### config.mk
export PLATFORM = sky130hd
export DESIGN_NAME = div_seq_8bit
export DESIGN_NICKNAME = d
export VERILOG_FILES = /design/src/rtl/div_seq_8bit.sv
export SDC_FILE = /design/constraint.sdc
export NUM_CORES = 1
export LEC_CHECK = 0
export CAP_MARGIN = 25
export CORE_MARGIN = 2
export CORE_UTILIZATION = 36
export DETAILED_ROUTE_END_ITERATION = 10
export PLACE_DENSITY_LB_ADDON = 0.1
export SLEW_MARGIN = 15
export SYNTH_ARGS = -nofsm -noshare
export SYNTH_HDL_FRONTEND = slang
export SYNTH_SLANG_ARGS = --single-unit
### constraint.sdc
create_clock -name i_clk -period 5.7 [get_ports i_clk]
set_input_delay 1.14 -clock i_clk [delete_from_list [all_inputs] [get_ports i_clk]]
set_output_delay 1.14 -clock i_clk [all_outputs]
set_load 0.05 [all_outputs]
### src/rtl/div_seq_8bit.sv
// Sequential restoring divider: one quotient bit per clock, MSB first, N-cycle latency.
// Optional macro DIV_SEQ_8BIT_ZERO_DETECT_EN short-circuits divide-by-zero with a flag.
module div_seq_8bit #(
    parameter int unsigned N = 8
) (
    input  logic         i_clk,
    input  logic         i_rst,
    input  logic         i_start,
    input  logic [N-1:0] i_dividend,
    input  logic [N-1:0] i_divisor,
    output logic         o_busy,
    output logic         o_done,
    output logic [N-1:0] o_quotient,
    output logic [N-1:0] o_remainder,
    output logic         o_div_by_zero
);

    localparam int unsigned CntW = $clog2(N + 1);
    localparam logic [CntW-1:0] LastCnt = CntW'(N - 1);

    typedef enum logic [1:0] {StIdle, StCalc, StDone} state_e;

    state_e        state_q, state_d;
    logic [N-1:0]  rem_q, rem_d;
    logic [N-1:0]  dvd_q, dvd_d;   // dividend bits shift out, quotient bits shift in
    logic [N-1:0]  dvs_q, dvs_d;
    logic [CntW-1:0] cnt_q, cnt_d;
    logic [N-1:0]  quot_q, quot_d;
    logic [N-1:0]  remo_q, remo_d;
    logic          done_q, done_d;
    logic [N:0]    shifted;
    logic [N:0]    trial;
    logic          qbit;
`ifdef DIV_SEQ_8BIT_ZERO_DETECT_EN
    logic          dbz_q, dbz_d;
    logic          zero_pend_q, zero_pend_d;
`endif

    // Working partial remainder is N+1 bits; the sign bit of the trial decides restore.
    assign shifted = {rem_q, dvd_q[N-1]};
    assign trial   = shifted - {1'b0, dvs_q};
    assign qbit    = ~trial[N];

    always_comb begin
        state_d = state_q;
        rem_d   = rem_q;
        dvd_d   = dvd_q;
        dvs_d   = dvs_q;
        cnt_d   = cnt_q;
        quot_d  = quot_q;
        remo_d  = remo_q;
        done_d  = 1'b0;
`ifdef DIV_SEQ_8BIT_ZERO_DETECT_EN
        dbz_d       = dbz_q;
        zero_pend_d = zero_pend_q;
`endif
        unique case (state_q)
            StIdle, StDone: begin
                state_d = StIdle;
`ifdef DIV_SEQ_8BIT_ZERO_DETECT_EN
                if (zero_pend_q) begin
                    // Zero divisor latched last edge: publish the result without iterating.
                    quot_d      = '1;
                    remo_d      = dvd_q;
                    dbz_d       = 1'b1;
                    done_d      = 1'b1;
                    zero_pend_d = 1'b0;
                    state_d     = StDone;
                end else if (i_start) begin
                    rem_d = '0;
                    dvd_d = i_dividend;
                    dvs_d = i_divisor;
                    cnt_d = '0;
                    if (i_divisor == '0) begin
                        zero_pend_d = 1'b1;
                        state_d     = StIdle;
                    end else begin
                        state_d = StCalc;
                    end
                end
`else
                if (i_start) begin
                    rem_d   = '0;
                    dvd_d   = i_dividend;
                    dvs_d   = i_divisor;
                    cnt_d   = '0;
                    state_d = StCalc;
                end
`endif
            end
            StCalc: begin
                rem_d = qbit ? trial[N-1:0] : shifted[N-1:0];
                dvd_d = {dvd_q[N-2:0], qbit};
                cnt_d = cnt_q + CntW'(1);
                if (cnt_q == LastCnt) begin
                    quot_d  = {dvd_q[N-2:0], qbit};
                    remo_d  = qbit ? trial[N-1:0] : shifted[N-1:0];
                    done_d  = 1'b1;
                    state_d = StDone;
`ifdef DIV_SEQ_8BIT_ZERO_DETECT_EN
                    dbz_d = 1'b0;
`endif
                end
            end
            default: state_d = StIdle;
        endcase
    end

    always_ff @(posedge i_clk or negedge i_rst) begin
        if (!i_rst) begin
            state_q <= StIdle;
            rem_q   <= '0;
            dvd_q   <= '0;
            dvs_q   <= '0;
            cnt_q   <= '0;
            quot_q  <= '0;
            remo_q  <= '0;
            done_q  <= 1'b0;
        end else begin
            state_q <= state_d;
            rem_q   <= rem_d;
            dvd_q   <= dvd_d;
            dvs_q   <= dvs_d;
            cnt_q   <= cnt_d;
            quot_q  <= quot_d;
            remo_q  <= remo_d;
            done_q  <= done_d;
        end
    end

`ifdef DIV_SEQ_8BIT_ZERO_DETECT_EN
    always_ff @(posedge i_clk or negedge i_rst) begin
        if (!i_rst) begin
            dbz_q       <= 1'b0;
            zero_pend_q <= 1'b0;
        end else begin
            dbz_q       <= dbz_d;
            zero_pend_q <= zero_pend_d;
        end
    end

    assign o_div_by_zero = dbz_q;
`else
    assign o_div_by_zero = 1'b0;
`endif

    assign o_busy      = (state_q == StCalc);
    assign o_done      = done_q;
    assign o_quotient  = quot_q;
    assign o_remainder = remo_q;

endmodule

==> qor.tcl <==
set qor(chipWidth_microns) 84.4
set qor(asyncSetResetFlopFracSynth_pct) 100
set qor(synth-xor-area-share_pct) 1.51
set qor(cts_post_setup_buffers_inserted) 0
set qor(total_via_count_after_detailed_routing) 1759
set qor(yosysTopAreaCellShare_pct) 50.6
set qor(initial_core_util_pct) 36.8
set qor(yosys.area_share.simple_pct) 16.8
set qor(r2r_start) {dvd_q[7]}
set qor(nFillCells) 634
set qor(clock_period_minus_worst_slack_ns) 3.50
set qor(grt_setup_unrepaired) {false}
set qor(endpoint_kind) {primary output}
set qor(drive_gt1_share_pct) 6.79
set qor(grt_pass1_wl_microns) 8890
set qor(rows) 29
set qor(worst-endpoint-arrival_ns) 2.36
set qor(gp_congestion) 0.724
set qor(synthesis.area_per_instance_sq_um) 9.49
set qor(route.detailed.vias_per_inst) 4.93
set qor(cts_root_buf) {sky130_fd_sc_hd__clkbuf_8}
set qor(worstMarginPinSlew_ns) 0.828
set qor(finalClockSkew_ns) 0.00952
set qor(die_area_sq_um) 7120
set qor(finalSetupViolations) 0
set qor(whs_endpoint) {o_quotient[1]}
set qor(tritoncts) {yes}
set qor(global_route.usage.total_pct) 15.5
set qor(grtUsageMet3_pct) 3.34
set qor(yosys_most_used_dff) {sky130_fd_sc_hd__dfrtp_1}
set qor(drtIter0Drc) 59
set qor(maxCapViolations) 0
set qor(die-height_microns) 84.4
set qor(timing_max_transition_violations_final) 0
set qor(route.antenna.remaining_nets) 0
set qor(met2_usage_pct) 23.5
set qor(cts_inserted_buffers) 5
set qor(ctsResizeCount) 0
set qor(final.setup.tns_ns) 0
set qor(share_of_synthesized_cell_area_in_full_adder_half_adder_and_majority_cells_pct) 5.71
set qor(hold_buffers_post_cts) 0
set qor(critPathLaunch) {state_q[0]}
set qor(area_delta_synth_final_pct) 23.4
set qor(vias_in_the_first_global_route) 1799
set qor(maximum_number_of_pins_on_one_net_before_global_route_repair) 28
set qor(relSlewSlack_pct) 44.6
set qor(drt-total-wl_microns) 4950
set qor(clk_latency_ns) 0.30
set qor(synth_sequential_area_ratio_pct) 50.6
set qor(dp.cells) 349
set qor(netlist-cell-type-count) 44
set qor(mappedNetlistNets) 274
set qor(ctsLongestPathBuffers) 2
set qor(postSynthRegisterBits) 47
set qor(fraction_of_the_mapped_netlist_area_in_compound_gates_pct) 18.0
set qor(min_from) {o_quotient[1]}
set qor(numClockSinks) 47
set qor(reg2reg_to) {o_remainder[0]}
set qor(ys_top_cells_by_area) {sky130_fd_sc_hd__dfrtp_1 51%, sky130_fd_sc_hd__nand2_1 11%, sky130_fd_sc_hd__ha_1 4.8%, sky130_fd_sc_hd__o21ai_0 4.5%, sky130_fd_sc_hd__a22oi_1 2.3%}
set qor(detailedPlacementHpwl_microns) 3560
set qor(clkSlewWorstSetupHoldPaths_ns) 0.10
set qor(setup.worst_path.start_class) {flop}
set qor(critPathKind) {flop to primary output}
set qor(synth_edf_count) 0
set qor(fmax_mhz) 286
set qor(drt_first_pass_iters) 4
set qor(dominant_combinational_cell_family_by_area_after_synthesis) {compound AO/OA/AOI/OAI gates}
set qor(post-route-util_pct) 45.4
set qor(final_cell_count_no_fill) 357
set qor(grt_util_met1_pct) 22.8
set qor(postSynthCellCount) 245
set qor(synth.area.mux_share_pct) 2.64
set qor(grt_most_used_layer) {met2}
set qor(min_path_type) {flop to flop}
set qor(worstPathMaxFanout) 17
set qor(post-synth-top-area-cell) {sky130_fd_sc_hd__dfrtp_1}
set qor(timing.critical_path.required_ns) 4.56
set qor(holdWs_ns) 0.483
set qor(run_status) {completed}
set qor(htree_levels) 2
set qor(min_path_cells) 2
set qor(rrSetupSlack_ns) 2.73
set qor(synth_area_sq_um) 2320
set qor(fin_crit_sh_pct) 61.4
set qor(io_count) 38
set qor(layout.nets) 308
set qor(grt_antenna_before_repair) 0
set qor(avgRoutedWirePerCell_microns) 13.9
set qor(place.port_buffers) 36
set qor(overflow) 0
set qor(coreArea_sq_um) 6310
set qor(final_hold_viol_count) 0
set qor(drc) 0
set qor(antenna-diode-count) 0
set qor(reg2regPathDepth) 9
set qor(ys_warn_count) 0
==> registers in the layout, summed over array words and instances, names as in the netlist <==
signal       count
cnt_q            4
dvd_q            8
dvs_q            8
o_done           1
o_quotient       8
o_remainder      8
rem_q            8
state_q          2
==> kinds of logic after synthesis <==
kind of cell	count (synthesis)
and+or+nand+nor	94
xor gates and xnor gates	4
adders and majority gates	10
DFF	47
buffers and inverters	25
muxes	6
AOI/OAI and AO/OA	58
other	1
==> critical path, stage by stage, from the launching register on <==
cell,delay [ns]
sky130_fd_sc_hd__dfrtp_1,0.40
sky130_fd_sc_hd__nand2b_1,0.30
sky130_fd_sc_hd__clkinv_1,0.51
sky130_fd_sc_hd__clkdlybuf4s50_1,0.85
==> synthesized netlist by cell type (all sizes together), types with 2 or more instances <==
cell type / number
mux2i: 5
a211oi: 2
nand3: 2
nor2: 8
a221oi: 2
clkbuf: 8
xor2: 4
nor3: 3
nand2b: 5
a2bb2oi: 3
o21ai: 30
a21oi: 5
nand4: 2
nand2: 69
a22oi: 7
inv: 12
ha: 9
o211ai: 2
buf: 4
nor2b: 2
dfrtp: 47
==> cell usage in the layout, fill, tap and decap left out, types with 2 or more instances in the layout <==
cell and instances:
sky130_fd_sc_hd__nand2_1 69, sky130_fd_sc_hd__nand2b_1 5, sky130_fd_sc_hd__a2bb2oi_1 3, sky130_fd_sc_hd__xor2_1 4
sky130_fd_sc_hd__o21ai_0 21, sky130_fd_sc_hd__a22oi_1 7, sky130_fd_sc_hd__nand4_1 2, sky130_fd_sc_hd__o21ai_1 9
sky130_fd_sc_hd__clkbuf_8 5, sky130_fd_sc_hd__clkdlybuf4s50_1 35, sky130_fd_sc_hd__nor2_1 8, sky130_fd_sc_hd__dfrtp_1 47
sky130_fd_sc_hd__nand3_1 2, sky130_fd_sc_hd__ha_1 9, sky130_fd_sc_hd__buf_4 2, sky130_fd_sc_hd__a21oi_1 3
sky130_fd_sc_hd__nor3_1 3, sky130_fd_sc_hd__inv_1 12, sky130_fd_sc_hd__mux2i_1 5, sky130_fd_sc_hd__nor2b_1 2
==> worst max path at each step <==
stage                                 to  cells past startpoint
after floorplan           o_remainder[2]                     10
after global placement            o_busy                      3
after detailed placement          o_busy                      3
after CTS                         o_busy                      3
after global routing              o_busy                      3
final                             o_busy                      3
==> area by class of cell <==
| cell class | instances | area (sq um) | share of cell area, % |
|---|---|---|---|
| Sequential cell | 47 | 1180 | 41.0 |
| Tap cell | 77 | 96.3 | 3.36 |
| Clock buffer | 5 | 68.8 | 2.40 |
| Clock inverter | 3 | 46.3 | 1.61 |
| Multi-Input combinational cell | 173 | 1040 | 36.3 |
| Timing Repair Buffer | 39 | 390 | 13.6 |
| Inverter | 13 | 48.8 | 1.70 |
==> metal layers <==
layer | share of wire (%) | vias to the layer above | wire length (microns)
met5 | 0 | - | 0
met4 | 0.61 | 0 | 30
met3 | 2.9 | 2 | 143
met2 | 44 | 23 | 2190
met1 | 52 | 834 | 2590
li1 | - | 900 | -
==> metrics by stage <==
stage / cell area (sq um) / worst slack [ns]
CTS: 2870 / 2.19
global route: 2870 / 2.06
finish: 2870 / 2.20
floorplan: 2320 / 3.32
detailed placement: 2750 / 2.53
global placement: 2730 / 2.56
Power is left out: the tool's default activity adds up to more than one toggle a clock period on the data nets, which glitch-free logic cannot reach.
